[src/rtl/rr_arb_mux.sv]
// N-channel registered mux with valid/ready handshake.
// Mode 0 arbitrates round-robin across channels; mode 1 serves the channel named by i_sel.
module rr_arb_mux #(
  parameter int unsigned NUM_CH = 4,
  parameter int unsigned WIDTH  = 8,
  localparam int unsigned SEL_W = (NUM_CH > 1) ? $clog2(NUM_CH) : 1
) (
  input  logic                    i_clk,
  input  logic                    i_rst_n,
  input  logic                    i_mode,
  input  logic [SEL_W-1:0]        i_sel,
  input  logic [NUM_CH*WIDTH-1:0] i_in_data,
  input  logic [NUM_CH-1:0]       i_in_valid,
  output logic [NUM_CH-1:0]       o_in_ready,
  output logic [WIDTH-1:0]        o_out_data,
  output logic [SEL_W-1:0]        o_out_sel,
  output logic                    o_out_valid,
  input  logic                    i_out_ready
);

  localparam logic [SEL_W:0] NumChW = (SEL_W+1)'(NUM_CH);

  logic [SEL_W-1:0]    r_ptr;
  logic [WIDTH-1:0]    r_data;
  logic [SEL_W-1:0]    r_sel;
  logic                r_valid;

  logic                w_load_ok;
  logic                w_found;
  logic [SEL_W-1:0]    w_gidx;
  logic [NUM_CH-1:0]   w_grant;
  logic [2*NUM_CH-1:0] w_dbl;
  logic [NUM_CH-1:0]   w_rot;
  logic [SEL_W:0]      w_sum;
  logic                w_xfer;
  logic [WIDTH-1:0]    w_gdata;

  assign w_load_ok = !r_valid || i_out_ready;

  // Rotate valids so bit 0 is the channel at r_ptr; first set bit wins.
  assign w_dbl = {i_in_valid, i_in_valid} >> r_ptr;
  assign w_rot = w_dbl[NUM_CH-1:0];

  always_comb begin
    w_found = 1'b0;
    w_gidx  = '0;
    w_sum   = '0;
    if (i_mode) begin
      for (int unsigned i = 0; i < NUM_CH; i++) begin
        if (i_in_valid[i] && (i_sel == SEL_W'(i))) begin
          w_found = 1'b1;
          w_gidx  = SEL_W'(i);
        end
      end
    end else begin
      for (int unsigned k = 0; k < NUM_CH; k++) begin
        if (!w_found && w_rot[k]) begin
          w_found = 1'b1;
          w_sum   = {1'b0, r_ptr} + (SEL_W+1)'(k);
          if (w_sum >= NumChW) begin
            w_sum = w_sum - NumChW;
          end
          w_gidx = w_sum[SEL_W-1:0];
        end
      end
    end
  end

  always_comb begin
    w_grant = '0;
    w_gdata = '0;
    for (int unsigned i = 0; i < NUM_CH; i++) begin
      if (w_found && (w_gidx == SEL_W'(i))) begin
        w_grant[i] = 1'b1;
        w_gdata    = i_in_data[i*WIDTH +: WIDTH];
      end
    end
  end

  assign o_in_ready = {NUM_CH{i_rst_n && w_load_ok}} & w_grant;
  assign w_xfer     = |(o_in_ready & i_in_valid);

  always_ff @(posedge i_clk) begin
    if (!i_rst_n) begin
      r_valid <= 1'b0;
      r_data  <= '0;
      r_sel   <= '0;
      r_ptr   <= '0;
    end else if (w_xfer) begin
      r_valid <= 1'b1;
      r_data  <= w_gdata;
      r_sel   <= w_gidx;
      if (!i_mode) begin
        r_ptr <= (w_gidx == SEL_W'(NUM_CH - 1)) ? '0 : w_gidx + 1'b1;
      end
    end else if (i_out_ready) begin
      r_valid <= 1'b0;
    end
  end

  assign o_out_data  = r_data;
  assign o_out_sel   = r_sel;
  assign o_out_valid = r_valid;

endmodule

[config.mk]
export PLATFORM = sky130hd
export DESIGN_NAME = rr_arb_mux
export DESIGN_NICKNAME = d
export VERILOG_FILES = /design/src/rtl/rr_arb_mux.sv
export SDC_FILE = /design/constraint.sdc
export NUM_CORES = 1
export LEC_CHECK = 0
export ABC_AREA = 0
export CORE_ASPECT_RATIO = 0.75
export CORE_MARGIN = 3
export CORE_UTILIZATION = 30
export CTS_BUF_LIST = sky130_fd_sc_hd__clkbuf_2
export DETAILED_ROUTE_END_ITERATION = 10
export PLACE_DENSITY = 0.65
export SYNTH_ARGS = -nofsm -noshare
export SYNTH_HDL_FRONTEND = slang
export SYNTH_SLANG_ARGS = --single-unit
[constraint.sdc]
create_clock -name i_clk -period 2.6 [get_ports i_clk]
set_input_delay 0.39 -clock i_clk [delete_from_list [all_inputs] [get_ports i_clk]]
set_output_delay 0.39 -clock i_clk [all_outputs]
set_load 0.01 [all_outputs]
==> impl_metrics.yaml, run 1 <==
routing:
  wl_per_cell_um: 14.9
  wirelength_um: 4020
  dr.pass1.iters: 4
  avgViaCountPerCell: 4.90
  drc: 0
  drt-initial-drc-count: 64
  num_vias: 1317
  ant_nets: 0
sta:
  worst_pin_slew_ns: 0.415
  fin_crit_ns: 2.51
  finClkSkew_ns: 0.00145
  finalHoldViolations: 0
  drv_slew: 0
  timing.fmax_mhz: 398
  setup_tns_ns: 0
  rsz0062_at_grt: "yes"
  min_period_over_period_pct: 96.5
  finalSetupViolations: 0
  relSlewSlack_pct: 72.2
  holdWs_ns: 0.488
floorplan:
  fp.dieW_um: 77.1
  pin_count: 57
  dieArea_mm2: 0.00458
  rows: 18
  die_h_um: 59.4
  coreArea_mm2: 0.00347
  start_util_pct: 32.8
synth:
  yosysTopAreaCell: "dfxtp_1"
  syn_area_mm2: 0.00114
  synthCells: 140
  yosysSeqAreaShare_pct: 22.9
  syn_nets: 186
  synth_top_area_share_pct: 22.9
  ys_top_cells_by_area: "dfxtp_1 (23%), mux2i_1 (9.7%), nor2b_1 (6.6%), nand2_1 (4.9%), ha_1 (4.4%)"
  syn_avg_cell_area_um2: 8.13
  ys.warnings.count: 0
  synth.distinct_cells: 36
  ys_async_sr_fraction_pct: 0
  ys.flop_type: "dfxtp_1"
  ys_ff_latch: 13
  synth_edf_count: 0
place:
  placedCellCount: 262
  io_buffers: 56
  gp_congestion: 0.852
  dp_hpwl_um: 3240
pwr:
  p_sw_share_pct: 34.9
  p_sw_uw: 260
  ir_drop_mv: 0.302
  leakagePower_uw: 0.000811
  p_per_area_mw_per_mm2: 377
  p_int_uw: 485
  pwr-share-comb_pct: 55.1
  p_clk_share_pct: 13.7
  seqPwrFrac_pct: 31.2
final_layout:
  syn2layout_area_growth_pct: 73.5
  fillers: 339
  fin_cells: 269
  fin_util_pct: 57.0
  fin_nets: 266
  drive_gt1_share_pct: 26.0
  n_antenna_cell: 0
grt:
  first_global_vias: 1325
  gr-usage-all-layers_pct: 17.0
  grt_pass1_wl_um: 6250
  grt_overflow: 0
  antenna_found_initial: 0
  grt_start_max_net_pins: 14
clock_network:
  ctsHtreeMaxLevel: 1
  clock_latency_ns: 0.26
  cts_buffer_depth: 2
  root_buffer: "clkbuf_2"
  clock_sink_count: 13
  cts_tree: "built"
  postCtsHoldBufs: 0
  clk_pin_slew_ns: 0.12
  cts_buffers: 3
worst_setup_path:
  path_max_fanout: 6
  critical_path_class: "flop to output pin"
  slowest_stage: "dfxtp_2"
  cpPeakStageDelay_ns: 0.36
  worstPathRequired_ns: 2.21
  worstPathArrival_ns: 2.12
  end_kind: "output pin"
  start_kind: "flop"
  path_cells: "buf_4 -> nor2b_2 -> a32oi_1 -> a21oi_1 -> o21ai_2 -> inv_2 -> ha_1 -> and3_1 -> dlygate4sd2_1"
job:
  max_cap_viol_count: 0
status:
  status: "finished clean"
min_path:
  hold_class: "flop to flop"
[cells in the final DEF (no fill, tap or decap), types with 3 or more instances in the layout]
cell / instances
o22ai_1: 5
clkdlybuf4s50_1: 46
nor2b_1: 10
mux2i_1: 11
a21oi_1: 8
dlygate4sd2_1: 5
inv_1: 3
nand3b_1: 4
nand2b_1: 5
and3_1: 4
clkbuf_2: 7
nor2_1: 8
ha_1: 3
dfxtp_1: 11
o21ai_1: 4
a22oi_1: 4
nand2_1: 15
o21ai_0: 3
a31oi_1: 5
buf_4: 27
[synth_stat cells, types with 5 or more instances]
library cell  count
dfxtp_1          13
a31oi_1           5
a21oi_1           9
nand2_1          15
o21ai_1           5
nor2_1            8
o22ai_1           7
nand2b_1          5
inv_1             5
nor2b_1          12
mux2i_1          11
[flip-flops by register name, indices dropped and copies added (netlist names)]
signal / cells
o_out_sel: 2
o_out_valid: 1
o_out_data: 8
r_ptr: 2
[worst max-delay path: cells and delay by family (launching register included)]
kind,cells,cell delay (ns)
buffers and inverters,3,0.49
AOI/OAI and AO/OA,3,0.48
DFF,1,0.36
and+or+nand+nor,2,0.32
adders and majority gates,1,0.22
[cells by family (layout without fill, tap and decap cells)]
family          count (synthesis)  after routing  synth area share [%]
mux                            14             14                  14.3
fa+ha+maj                       4              4                  4.40
compound gates                 39             39                  22.6
flops                          13             13                  22.9
buf+inv                        15             93                  7.80
simple gates                   55             56                  28.0
[power by group through the flow]
stage | registers, uW | clock network, uW | logic, uW
after floorplan | 237 | 0 | 189
after global placement | 235 | 0 | 376
after detailed placement | 236 | 0 | 384
after CTS | 232 | 106 | 395
after global routing | 235 | 112 | 444
final | 232 | 102 | 411
[metrics by stage]
stage          power (uW)  instance area (um^2)  setup slack [ns]
6_report              745                  1980            0.0904
5_1_grt               791                  1980           -0.0161
4_1_cts               733                  1940           0.00488
3_5_place_dp          620                  1890            -0.628
3_3_place_gp          611                  1890            -0.527
2_1_floorplan         426                  1140             0.164
[routing by layer]
layer  vias to the layer above  global-route usage [%]  wire [um]
li1                        664                       -          -
met1                       608                    23.3       1880
met2                        41                    28.4       1900
met3                         4                    3.19        225
met4                         0                    3.30         13
met5                         -                       0          0
[final timing paths]
path,cells after the start,slack (ns),end,start
min,2,0.49,r_ptr[0]$_SDFFE_PN0P_,r_ptr[0]$_SDFFE_PN0P_
min reg2reg,2,0.49,r_ptr[0]$_SDFFE_PN0P_,r_ptr[0]$_SDFFE_PN0P_
max,9,0.09,o_in_ready[3],r_ptr[0]$_SDFFE_PN0P_
max reg2reg,13,0.13,r_ptr[1]$_SDFFE_PN0P_,r_ptr[0]$_SDFFE_PN0P_
[repair_timing]
item / in CTS / in global routing
endpoints found under the setup margin: 17 / 17
pin swaps: 3 / 2
setup buffers: 2 / 0
resized for setup: 13 / 18
gates cloned: 1 / 0
[area by class of cell]
type / count / area (um^2) / area share [%]
clock buffers: 4 / 20.0 / 1.01
inverters: 5 / 22.5 / 1.14
multi-input cells: 113 / 850 / 43.0
flip-flops and latches: 13 / 263 / 13.3
well taps: 50 / 62.6 / 3.17
repair buffers: 84 / 758 / 38.4
No activity file was read; power rests on OpenSTA's default activity.
==> run 2: changes to the inputs <==
--- a/config.mk
+++ b/config.mk
@@ -6,12 +6,15 @@
 export NUM_CORES = 1
 export LEC_CHECK = 0
 export ABC_AREA = 0
+export CELL_PAD_IN_SITES_DETAIL_PLACEMENT = 0
+export CELL_PAD_IN_SITES_GLOBAL_PLACEMENT = 1
 export CORE_ASPECT_RATIO = 0.75
 export CORE_MARGIN = 3
-export CORE_UTILIZATION = 30
+export CORE_UTILIZATION = 26
 export CTS_BUF_LIST = sky130_fd_sc_hd__clkbuf_2
 export DETAILED_ROUTE_END_ITERATION = 10
-export PLACE_DENSITY = 0.65
+export PLACE_DENSITY_LB_ADDON = 0.1
+export RECOVER_POWER = 100
 export SYNTH_ARGS = -nofsm -noshare
 export SYNTH_HDL_FRONTEND = slang
 export SYNTH_SLANG_ARGS = --single-unit
==> run 2 against run 1 <==
Against the previous run:
- core utilization down 7.4 points
- hold slack worse by 0.00091 ns
- count of clock-buffer cells in the layout unchanged
- fmax down 1.0%
- critical endpoint is now o_in_ready[1]
- largest cell class unchanged
==> impl_metrics.yaml, run 2 (synthesis gave the netlist of run 1 again) <==
min_path:
  hold_class: "flop to flop"
  hold_depth: 2
pwr:
  pwr-share-comb_pct: 56.8
  p_sw_share_pct: 34.5
  ir_drop_mv: 0.226
  p_per_area_mw_per_mm2: 375
  p_sw_uw: 264
  p_clk_share_pct: 13.2
  p_int_uw: 502
  leakagePower_uw: 0.000864
  seqPwrFrac_pct: 30.0
clock_network:
  clock_latency_ns: 0.26
  ctsHtreeMaxLevel: 1
  cts_tree: "built"
  postCtsHoldBufs: 0
  cts_buffer_depth: 2
  clock_sink_count: 13
  clk_pin_slew_ns: 0.12
  cts_buffers: 3
  root_buffer: "clkbuf_2"
floorplan:
  start_util_pct: 27.6
  rows: 20
  die_h_um: 63.3
  pin_count: 57
  coreArea_mm2: 0.00413
  dieArea_mm2: 0.00522
  fp.dieW_um: 82.4
place:
  gp_congestion: 0.923
  dp_hpwl_um: 3180
  pre_cts_slack_ns: -0.573
  io_buffers: 56
grt:
  gr-usage-all-layers_pct: 15.0
  first_global_vias: 1284
  antenna_found_initial: 0
  grt_start_max_net_pins: 14
  grt_overflow: 0
  grt_pass1_wl_um: 6170
routing:
  dr.pass1.iters: 4
  avgViaCountPerCell: 4.65
  wl_per_cell_um: 14.3
  num_vias: 1288
  ant_nets: 0
  drt-initial-drc-count: 38
  wirelength_um: 3960
  drc: 0
final_layout:
  multi_input_area_um2: 865
  final_cell_mix: "clkdlybuf4s50_1 (36), buf_4 (30), nand2_1 (15)"
  fillers: 403
  drive_gt1_share_pct: 27.9
  seqCellArea_um2: 260
  largest_reg_flops: 8
  fin_nets: 269
  syn2layout_area_growth_pct: 79.6
  n_antenna_cell: 0
  final_common_cell: "clkdlybuf4s50_1"
sta:
  min_period_over_period_pct: 97.5
  drv_slew: 0
  timing.fmax_mhz: 394
  finalHoldViolations: 0
  fin_crit_ns: 2.54
  finClkSkew_ns: 0.00480
  finalSetupViolations: 0
  worst_pin_slew_ns: 0.430
  relSlewSlack_pct: 71.1
  rsz0062_at_grt: "yes"
  fin_ws_ns: 0.0648
  holdWs_ns: 0.487
worst_setup_path:
  worstPathRequired_ns: 2.21
  reg2reg_depth: 13
  path_max_fanout: 3
  start_kind: "input pin"
  critical_path_class: "input pin to output pin"
  end_kind: "output pin"
  worstPathArrival_ns: 2.15
job:
  max_cap_viol_count: 0
status:
  status: "finished clean"
## run 2: per-layer routing
layer	up-vias	global-route usage, %	routed length (um)
li1	668	-	-
met1	591	23.3	2110
met2	27	21.7	1660
met3	2	1.57	177
met4	0	3.53	12
met5	-	0	0
## run 2: final cells by class
| class | instances | share of cell area (%) |
|---|---|---|
| multi-input cells | 112 | 42.3 |
| repair buffers | 88 | 39.7 |
| flip-flops and latches | 13 | 12.7 |
| well taps | 55 | 3.37 |
| clock buffers | 4 | 0.979 |
| inverters | 5 | 0.918 |
## run 2: final timing paths
check	end	slack, ns	start
max	o_in_ready[1]	0.06	i_sel[0]
min	o_out_sel[1]$_SDFFE_PN0P_	0.49	o_out_sel[1]$_SDFFE_PN0P_
max reg2reg	o_out_data[1]$_SDFFE_PN0P_	0.18	r_ptr[0]$_SDFFE_PN0P_
min reg2reg	o_out_sel[1]$_SDFFE_PN0P_	0.49	o_out_sel[1]$_SDFFE_PN0P_
## run 2: critical path: stages
cell and delay (ns):
clkdlybuf4s50_1 0.50, mux2_4 0.31, nand2_1 0.07, nand2_1 0.07, o21ai_2 0.09, buf_4 0.15
ha_2 0.19, and3_1 0.15, clkdlybuf4s15_2 0.22
## run 2: metrics by stage
step	area, um^2	utilization (%)	instances	total power (uW)	setup TNS, ns
2_1_floorplan	1140	-	140	426	0
4_1_cts	1970	47.8	276	749	-0.0781
3_5_place_dp	1920	46.4	270	632	-8.09
6_report	2040	49.5	277	766	0
3_3_place_gp	1920	46.4	270	628	-6.61
5_1_grt	2040	49.5	277	825	-0.120
## run 2: power groups by stage
stage	clock network [uW]	logic, uW	registers [uW]
2_1_floorplan	0	189	237
3_3_place_gp	0	394	234
3_5_place_dp	0	398	234
4_1_cts	108	411	230
5_1_grt	120	473	232
6_report	101	435	230
## run 2: what timing repair did
| action | in CTS | in global routing |
|---|---|---|
| pin swaps | 2 | 3 |
| buffers inserted | 2 | 1 |
| hold endpoints to repair | 0 | 0 |
| resized for setup | 13 | 18 |
| setup endpoints to repair | 17 | 16 |
